$ cat src/rtl/cpu_pkg.sv
// cpu_pkg -- shared encodings for the CPU memory-op sequencer.
//
// Contents:
//   op_kind_e : execute-stage memory operation encoding (ld, st, ldp, stp).
//   state_e   : mem_op_seq FSM states. The paired-access states exist only
//               when MEM_OP_SEQ_PAIR_EN is defined.
//
// Build option: MEM_OP_SEQ_PAIR_EN enables the ldp/stp paired operations.
package cpu_pkg;

    typedef enum logic [1:0] {
        OP_LD  = 2'b00,
        OP_ST  = 2'b01,
        OP_LDP = 2'b10,
        OP_STP = 2'b11
    } op_kind_e;

`ifdef MEM_OP_SEQ_PAIR_EN
    typedef enum logic [2:0] {
        IDLE = 3'd0,
        LD1  = 3'd1,
        LD2  = 3'd2,
        LDP1 = 3'd3,
        LDP2 = 3'd4,
        LDP3 = 3'd5,
        STP2 = 3'd6
    } state_e;
`else
    typedef enum logic [1:0] {
        IDLE = 2'd0,
        LD1  = 2'd1,
        LD2  = 2'd2
    } state_e;
`endif

endpackage

$ cat src/rtl/mem_op_seq.sv
// mem_op_seq -- sequences execute-stage memory operations onto a
// single-read/single-write data memory and the register writeback port.
//
// Build option: MEM_OP_SEQ_PAIR_EN adds ldp/stp (paired word accesses at
// op_addr and op_addr+1, registers op_rt and op_rt+1). Without it, ldp/stp
// are rejected with a one-cycle illegal_op + op_ack pulse.
//
// Ports:
//   clk, rst_n            clock, asynchronous active-low reset
//   op_valid, op_kind     memory op request and its kind (cpu_pkg::op_kind_e)
//   flush                 pipeline flush; blocks acceptance this cycle
//   op_addr, op_rt        base word address and target/source register
//   st_data               store data read from the register chosen by src_sel
//   src_sel               0 = register op_rt, 1 = register op_rt+1
//   mem_raddr             data memory read address
//   mem_wen/waddr/wdata   data memory write port
//   wb_en/addr/from_mem   register writeback control
//   stall_fetch           hold PC/fetch this cycle (combinational)
//   stall_hold            hold fetched instruction (stall_fetch delayed 1)
//   op_ack, illegal_op    op completes this cycle / op was rejected
//   state_dbg             current FSM state, for observation only
//
// Handshake: upstream raises op_valid and holds op_kind/op_addr/op_rt until
// the cycle in which op_ack=1; the op is accepted only in IDLE with flush=0
// and is then never aborted (except by reset). op_valid is ignored outside
// IDLE, so the held op cannot be accepted twice.
module mem_op_seq
    import cpu_pkg::*;
#(
    parameter int ADDR_W = 15,
    parameter int REG_AW = 4
) (
    input  logic              clk,
    input  logic              rst_n,
    input  logic              op_valid,
    input  logic [1:0]        op_kind,
    input  logic              flush,
    input  logic [ADDR_W-1:0] op_addr,
    input  logic [REG_AW-1:0] op_rt,
    input  logic [15:0]       st_data,
    output logic              src_sel,
    output logic [ADDR_W-1:0] mem_raddr,
    output logic              mem_wen,
    output logic [ADDR_W-1:0] mem_waddr,
    output logic [15:0]       mem_wdata,
    output logic              wb_en,
    output logic [REG_AW-1:0] wb_addr,
    output logic              wb_from_mem,
    output logic              stall_fetch,
    output logic              stall_hold,
    output logic              op_ack,
    output logic              illegal_op,
    output state_e            state_dbg
);

    state_e            state_q, state_d;
    logic [ADDR_W-1:0] addr_q;
    logic [REG_AW-1:0] rt_q;
    logic              accept;

    // IDLE outputs depend on op_valid combinationally, so reset must gate
    // acceptance directly to keep every enable low while rst_n is low.
    assign accept    = rst_n && (state_q == IDLE) && op_valid && !flush;
    assign state_dbg = state_q;

`ifdef MEM_OP_SEQ_PAIR_EN
    logic [ADDR_W-1:0] addr_inc;
    logic [REG_AW-1:0] rt_inc;

    // Natural-width adds wrap modulo 2^ADDR_W and 2^REG_AW.
    assign addr_inc = addr_q + 1'b1;
    assign rt_inc   = rt_q + 1'b1;
`endif

    always_ff @(posedge clk or negedge rst_n) begin
        if (!rst_n) begin
            state_q    <= IDLE;
            addr_q     <= '0;
            rt_q       <= '0;
            stall_hold <= 1'b0;
        end else begin
            state_q    <= state_d;
            stall_hold <= stall_fetch;
            // Later accesses of a multi-cycle op use these captured copies.
            if (accept) begin
                addr_q <= op_addr;
                rt_q   <= op_rt;
            end
        end
    end

    always_comb begin
        state_d     = state_q;
        src_sel     = 1'b0;
        mem_raddr   = '0;
        mem_wen     = 1'b0;
        mem_waddr   = '0;
        mem_wdata   = st_data;
        wb_en       = 1'b0;
        wb_addr     = '0;
        wb_from_mem = 1'b0;
        stall_fetch = 1'b0;
        op_ack      = 1'b0;
        illegal_op  = 1'b0;

        case (state_q)
            IDLE: begin
                if (accept) begin
                    case (op_kind)
                        OP_LD: begin
                            stall_fetch = 1'b1;
                            state_d     = LD1;
                        end
                        OP_ST: begin
                            mem_wen   = 1'b1;
                            mem_waddr = op_addr;
                            op_ack    = 1'b1;
                        end
`ifdef MEM_OP_SEQ_PAIR_EN
                        OP_LDP: begin
                            stall_fetch = 1'b1;
                            state_d     = LDP1;
                        end
                        OP_STP: begin
                            mem_wen     = 1'b1;
                            mem_waddr   = op_addr;
                            stall_fetch = 1'b1;
                            state_d     = STP2;
                        end
                        default: ;
`else
                        default: begin
                            illegal_op = 1'b1;
                            op_ack     = 1'b1;
                        end
`endif
                    endcase
                end
            end
            LD1: begin
                mem_raddr = addr_q;
                state_d   = LD2;
            end
            LD2: begin
                wb_en       = 1'b1;
                wb_from_mem = 1'b1;
                wb_addr     = rt_q;
                op_ack      = 1'b1;
                state_d     = IDLE;
            end
`ifdef MEM_OP_SEQ_PAIR_EN
            LDP1: begin
                mem_raddr = addr_q;
                state_d   = LDP2;
            end
            LDP2: begin
                wb_en       = 1'b1;
                wb_from_mem = 1'b1;
                wb_addr     = rt_q;
                mem_raddr   = addr_inc;
                state_d     = LDP3;
            end
            LDP3: begin
                wb_en       = 1'b1;
                wb_from_mem = 1'b1;
                wb_addr     = rt_inc;
                op_ack      = 1'b1;
                state_d     = IDLE;
            end
            STP2: begin
                src_sel   = 1'b1;
                mem_wen   = 1'b1;
                mem_waddr = addr_inc;
                op_ack    = 1'b1;
                state_d   = IDLE;
            end
`endif
            default: state_d = IDLE;
        endcase
    end

endmodule
$ cat config.mk
export PLATFORM = sky130hd
export DESIGN_NAME = mem_op_seq
export DESIGN_NICKNAME = d
export VERILOG_FILES = /design/src/rtl/cpu_pkg.sv /design/src/rtl/mem_op_seq.sv
export SDC_FILE = /design/constraint.sdc
export NUM_CORES = 1
export LEC_CHECK = 0
export BUFFER_PORTS_ARGS = -buffer_cell sky130_fd_sc_hd__buf_2
export CORE_MARGIN = 1
export CORE_UTILIZATION = 42
export CTS_CLUSTER_SIZE = 8
export DETAILED_ROUTE_END_ITERATION = 12
export PLACE_DENSITY = 0.92
export SYNTH_ARGS = -nofsm -noshare
export SYNTH_HDL_FRONTEND = slang
export SYNTH_SLANG_ARGS = --single-unit
$ cat constraint.sdc
create_clock -name clk -period 2.1 [get_ports clk]
set_input_delay 0.42 -clock clk [delete_from_list [all_inputs] [get_ports clk]]
set_output_delay 0.42 -clock clk [all_outputs]
set_load 0.02 [all_outputs]
After elaboration in Yosys (flattened, before gate mapping):

Cells that the tools add are included.

* bits in registers: 22
* input port bits: 41
* output and inout bits: 60
* logic and storage cells: 38

* equality and inequality tests: 5
* multiplexer cells: 21
* reduce and logical (&&, ||, !) cells: 8

Operator list (count)
* $mux 15: 4
* $mux 1: 12
* $eq 2x1->1 const B: 2
* $logic_not 2->1: 2
* $mux 2: 2
* $mux 4: 1
* $pmux 2 s2: 1
* $logic_and 1x1->1: 3
* $eq 2x2->1 const B: 1
* $ne 2x1->1 const B: 1
* $ne 2x2->1 const B: 1
* $pmux 1 s2: 1
* $reduce_and 2->1: 1
* $reduce_or 2->1: 1
* $logic_not 1->1: 1

Logic depth before layout (Yosys ltp):

Gate-level depths: netlist of run 1.

* word-level depth: 6
* gate-level depth with buffers: 4
* gate-level depth less buffers: 3

Least setup slack after synthesis of run 1:

No wires, ideal clock.

* kind: reg2out
* start point: register state_q[1] (netlist: state_dbg[1])
* end point: output port mem_waddr[10]
* data arrival time: 1.445 ns
* data required time: 1.680 ns
* slack: 0.235 ns
* stages on the path, launching flop included: 5
* buffers on the path: 1
* path through: dfrtp_1 > nand4bb_4 > nor4b_4 > buf_6 > and2_1

* cells in the longest elaborated chain, start to end: 6

Ends and longest elaborated chain
* from (decl): line mem_op_seq.sv:56 `state_e state_q, state_d;`
* from (signal assigned): line mem_op_seq.sv:82 `state_q <= state_d;`
* $logic_not 2->1 (*): line mem_op_seq.sv:63, mem_op_seq.sv:106
* $logic_and 1x1->1 (3 in series): line mem_op_seq.sv:63 `assign accept = rst_n && (state_q == IDLE) && op_valid && !flush;`
* $mux 15: line mem_op_seq.sv:108 `if (accept) begin`
* $mux 15 (*): line mem_op_seq.sv:106 `case (state_q)`
* to (decl): line mem_op_seq.sv:44 `output logic [ADDR_W-1:0] mem_waddr,`

Mark *: on every way between the ends. The rest lies on a longest branch, timed or not.

Worst setup path after layout of run 1:

* start point: register state_q[1] (netlist: state_dbg[1])
* end point: output port mem_waddr[9]

Same word-level chain as after synthesis.

==> metrics.cfg, run 1 <==
[timing]
fmax_mhz=479.4
slew_viol_final=0
rsz0062_at_grt=yes
timing.hold.ws_ns=0.1524
hold_violations=0
fin_ws_ns=0.01399
min_period_ns=2.086
fin_skew_ns=0.007717
period_share_pct=99.33
setup_viol=0

[critical_path]
r2r_slack_ns=0.49
crit_top_cell=buf_6
r2r_end=addr_q[12]$_DFFE_PN0N_
cp_cell_sequence=nand4bb_4 -> nor4b_4 -> buf_6 -> and2_1 -> buf_6
arrival_ns=1.67
cp_slowest_cell=dfrtp_1
max_stage_delay_ns=0.41
end_kind=output port
path_max_fanout=16
worstPathRequired_ns=1.68
critPathLaunchType=flip-flop
critPathKind=reg -> out
reg2reg_depth=4
worstReg2RegStart=state_dbg[1]$_DFFE_PN0P_

[logic_synthesis]
synth_nets=149
syn_inst=108
synth_area_leaders=dfrtp_1 (44%), and2_1 (18%), mux2_1 (16%), buf_4 (12%), nand4bb_4 (2.2%)
synth_area_per_cell_um2=11.56
synth_enable_flop_cells=0
synth_top_area_share_pct=44.09
yosys.area.top_type=dfrtp_1
synth_common_cells=and2_1 (35), dfrtp_1 (22), buf_4 (20)
yosysSeqAreaShare_pct=44.09
netlist_area_um2=1249
synth_ff_type=dfrtp_1
yosys_warnings=0
synth_seq_cells=22
post-synth-top-count-cell=and2_1
async_reset_ff_share_pct=100.0
yosysUniqueCellTypes=16

[global_routing]
grt-ovfl-total=0
grt_pass1_vias=872
grt_usage_pct=15.88
antenna_found_initial=0
grt_max_degree=23
grt_pass1_wl_um=3926

[route]
avgRoutedWirePerCell_um=13.73
vias=940
via_per_inst=4.921
routed_wl_um=2622
drtAntennaViolNets=0
drt_iter0_markers=13
dr.pass1.iters=3
drc=0

[power]
ir_drop_mv=0.6552
power.leakage_nw=0.8608
cellPowerDensity_nw_per_um2=543.8

[clock_tree]
clk_pin_slew_ns=0.12
numCtsBuffers=3
worstSkewPairLatency_ns=0.29
cts_tree=done
cts.sinks=22
htreeDepth=1
clock_path_buffers=2
cts_hold_buf=0
ctsRootBufferMaster=clkbuf_4

[die]
die-area_um2=3195
start_util_pct=44.89
die_x_um=56.53
core_area_um2=2781
num_rows=19
dieHeight_um=56.53
io_pins=101

[cells_and_area]
drive_gt1_share_pct=50.00
area_growth_pct=26.95
num_antenna_cells=0
final_nets=203

[place]
io_buffers=67
dp_hpwl_um=1945
pre_cts_slack_ns=0.1465
gp_congestion=0.7235

[status]
outcome=complete, no violations

[min_path]
hold_path.class=in -> async

[run]
maxCapViolations=0

placed cells by master, fill, tap and decap left out, types with 2 or more instances in the layout:
master / instances
buf_4: 9
clkbuf_4: 3
buf_2: 52
and2_1: 35
mux2_1: 18
dfrtp_1: 22
buf_6: 10
nor3_1: 2
layer usage:
layer	share of wire [%]	track usage, %	routed length [um]
met1	40	18.22	1056
met2	47	26.89	1222
met3	9.5	4.608	248
met4	3.6	7.666	94
met5	0	0	0
critical path: cells and delay by family, from the launching register on:
kind | cells | cell delay [ns]
buffers and inverters | 2 | 0.31
and+or+nand+nor | 3 | 0.65
DFF | 1 | 0.41
area by class of cell:
| class | instances | area, um2 |
|---|---|---|
| clock buffers | 3 | 22.52 |
| fillers | 248 | 1196 |
| multi-input cells | 64 | 533.0 |
| flip-flops and latches | 22 | 550.5 |
| well taps | 31 | 38.79 |
| repair buffers | 71 | 440.4 |
stage by stage:
| step | total power, W | TNS [ns] | instances | util, % | area (um2) |
|---|---|---|---|---|---|
| 6_report | 0.0008621 | 0 | 191 | 57.00 | 1585 |
| 5_1_grt | 0.0009209 | -0.8484 | 191 | 57.00 | 1585 |
| 4_1_cts | 0.0008699 | 0 | 191 | 54.57 | 1518 |
| 3_5_place_dp | 0.0006882 | 0 | 188 | 53.44 | 1486 |
| 3_3_place_gp | 0.0006778 | 0 | 188 | 53.44 | 1486 |
| 2_1_floorplan | 0.0006652 | 0 | 108 | - | 1249 |
report_power, final:
| part | internal, W | total [W] | switching [W] |
|---|---|---|---|
| registers | 0.000498 | 0.000529 | 0.0000306 |
| logic | 0.0000812 | 0.000152 | 0.0000709 |
| clock network | 0.0000666 | 0.000181 | 0.000115 |
| total | 0.000646 | 0.000862 | 0.000216 |
sequential cells by signal (all words and copies together), names as in the netlist:
| name | cells |
|---|---|
| rt_q | 4 |
| state_dbg | 2 |
| addr_q | 15 |
| stall_hold | 1 |
what timing repair did:
action | 4_1_cts | 5_1_grt
cloned | 0 | 0
gates resized for setup | 3 | 23
endpoints found under the setup margin | 15 | 30
pin swaps | 0 | 0
setup buffers | 0 | 0
hold endpoints to repair | 0 | 0
cells by family after synthesis:
family / Yosys count / share of synthesized area (%)
flip-flops: 22 / 44.09
AO/OA/AOI/OAI: 1 / 0.6014
AND/OR/NAND/NOR: 43 / 24.55
other: 1 / 0.3003
multiplexers: 19 / 17.13
buffers and inverters: 22 / 13.33
how the worst max path moves through the flow:
stage	from	endpoint	slack, ns	cells past startpoint
after floorplan	state_dbg[1]$_DFFE_PN0P_	mem_waddr[10]	0.23	4
after global placement	flush	mem_waddr[13]	0.18	6
after detailed placement	flush	mem_waddr[7]	0.15	6
after CTS	state_dbg[1]$_DFFE_PN0P_	mem_waddr[10]	0.002	5
after global routing	state_dbg[1]$_DFFE_PN0P_	mem_waddr[10]	-0.08	5
final	state_dbg[1]$_DFFE_PN0P_	mem_waddr[9]	0.01	5
No activity file was read; power rests on OpenSTA's default activity.
==> run 2, diff against run 1 <==
--- a/config.mk
+++ b/config.mk
@@ -11,6 +11,7 @@
 export CTS_CLUSTER_SIZE = 8
 export DETAILED_ROUTE_END_ITERATION = 12
 export PLACE_DENSITY = 0.92
+export RECOVER_POWER = 100
 export SYNTH_ARGS = -nofsm -noshare
 export SYNTH_HDL_FRONTEND = slang
 export SYNTH_SLANG_ARGS = --single-unit
==> run 2 against run 1 <==
Effect of this change: sequential share of layout area is 0.61 points higher; global-route usage stayed put; clock skew hardly changed; count of clock-buffer cells in the layout stayed put; combinational power hardly changed; register-to-register slack worse by 0.11 ns; first-iteration DRC count is 31% lower; final area is 1.7% lower; sequential cell count stayed put; die area stayed put; cell count stayed put; critical endpoint unchanged; highest routed layer unchanged.
==> metrics.cfg, run 2 (synthesis gave the netlist of run 1 again) <==
[status]
outcome=complete, no violations

[place]
gp_congestion=0.7235
dpl.cell_count=188
io_buffers=67
place_area_um2=1486
dp_hpwl_um=1945

[power]
ir_drop_mv=0.6518
p_total_w=0.0008568
cellPowerDensity_nw_per_um2=550.0
power.leakage_nw=0.7814

[die]
start_util_pct=44.89
die-area_um2=3195
die_x_um=56.53
core_area_um2=2781
num_rows=19
io_pins=101
dieHeight_um=56.53

[timing]
fmax_mhz=480.2
relSlewSlack_pct=23.20
rsz0062_at_grt=yes
period_share_pct=99.16
min_period_ns=2.082
fin_skew_ns=0.007970
slew_viol_final=0
setup_tns_ns=0
max_slew.worst_pin.slew_ns=1.152
hold_violations=0
setup_viol=0

[cells_and_area]
final_cell_mix=and2_1 (33), buf_2 (29), dfrtp_1 (22)
ff_latch_area_um2=550.5
multi_input_area_um2=533.0
fillers=258
final_cells=191
top_register=addr_q
stdcell_area_um2=1558
drive_gt1_share_pct=40.00
final_nets=203
area_growth_pct=24.75
largest_reg_flops=15
final_common_cell=and2_1
num_antenna_cells=0

[min_path]
hold_path.class=in -> reg
hold_end=addr_q[1]$_DFFE_PN0N_
hold_depth=2
min-delay-start=op_addr[1]

[clock_tree]
cts_tree=done
htreeDepth=1
cts.sinks=22
clk_pin_slew_ns=0.12
ctsRootBufferMaster=clkbuf_4
cts_hold_buf=0
post_cts_buffers=0
numCtsBuffers=3
clock_path_buffers=2
worstSkewPairLatency_ns=0.29

[route]
vias=938
routed_wl_um=2621
drtAntennaViolNets=0
drt_iter0_markers=9
drc=0
avgRoutedWirePerCell_um=13.72
via_per_inst=4.911
dr.pass1.iters=4

[critical_path]
worstPathRequired_ns=1.68
r2r_slack_ns=0.38
max_stage_delay_ns=0.41
path_max_fanout=16
critPathKind=reg -> out
crit_top_cell=buf_6
crit_family=simple AND/OR/NAND/NOR gates
end_kind=output port
cp_cell_sequence=nand4bb_4 -> nor4b_4 -> buf_6 -> and2_1 -> buf_6
critPathLaunchType=flip-flop
path_buf_inv=2
arrival_ns=1.66
reg2reg_depth=4
r2r_end=addr_q[12]$_DFFE_PN0N_
cp_slowest_cell=dfrtp_1
worstReg2RegStart=state_dbg[1]$_DFFE_PN0P_

[run]
maxCapViolations=0

[global_routing]
grt-ovfl-total=0
grt_pass1_wl_um=3926
antenna_found_initial=0
grt_pass1_vias=872
grt_max_degree=23
grt_usage_pct=15.88

==> run 2: cell count changes in the layout (fill, tap and decap cells not counted), sizes merged <==
cell	previous run	this run
buf	71	45
clkbuf	3	29
==> run 2: power breakdown <==
part	total (W)	internal (W)	switching (W)	leakage, nW
registers	0.000528	0.000498	0.0000304	0.267
logic	0.000149	0.0000778	0.0000710	0.501
clock network	0.000180	0.0000666	0.000113	0.0138
==> run 2: timing repair <==
item / in CTS / in global routing
pin swaps: 0 / 0
gates resized for setup: 3 / 23
endpoints found under the setup margin: 15 / 30
==> run 2: layout make-up <==
cell class / count / area share [%]
Tap cell: 31 / 2.490
Multi-Input combinational cell: 64 / 34.22
Sequential cell: 22 / 35.34
Timing Repair Buffer: 71 / 26.51
Clock buffer: 3 / 1.446
==> run 2: worst max path at each step <==
stage / slack [ns] / cells after the start / startpoint / end
detailed placement: 0.15 / 6 / flush / mem_waddr[7]
global placement: 0.18 / 6 / flush / mem_waddr[13]
CTS: 0.002 / 5 / state_dbg[1]$_DFFE_PN0P_ / mem_waddr[10]
floorplan: 0.23 / 4 / state_dbg[1]$_DFFE_PN0P_ / mem_waddr[10]
finish: 0.02 / 5 / state_dbg[1]$_DFFE_PN0P_ / mem_waddr[9]
global route: -0.08 / 5 / state_dbg[1]$_DFFE_PN0P_ / mem_waddr[10]
==> run 2: per-layer routing <==
layer	track usage [%]	vias up	wire length, um
li1	-	436	-
met3	4.608	20	253
met1	18.22	432	1055
met2	26.89	50	1217
met4	7.666	0	94
met5	0	-	0
==> run 2: through the flow <==
step	hold slack, ns	setup WS, ns	util [%]
after floorplan	0.1244	0.2348	-
after global placement	0.4588	0.1807	53.44
after detailed placement	0.4664	0.1465	53.44
after CTS	0.1529	0.002493	54.57
after global routing	0.3288	-0.08133	56.01
final	0.3444	0.01765	56.01
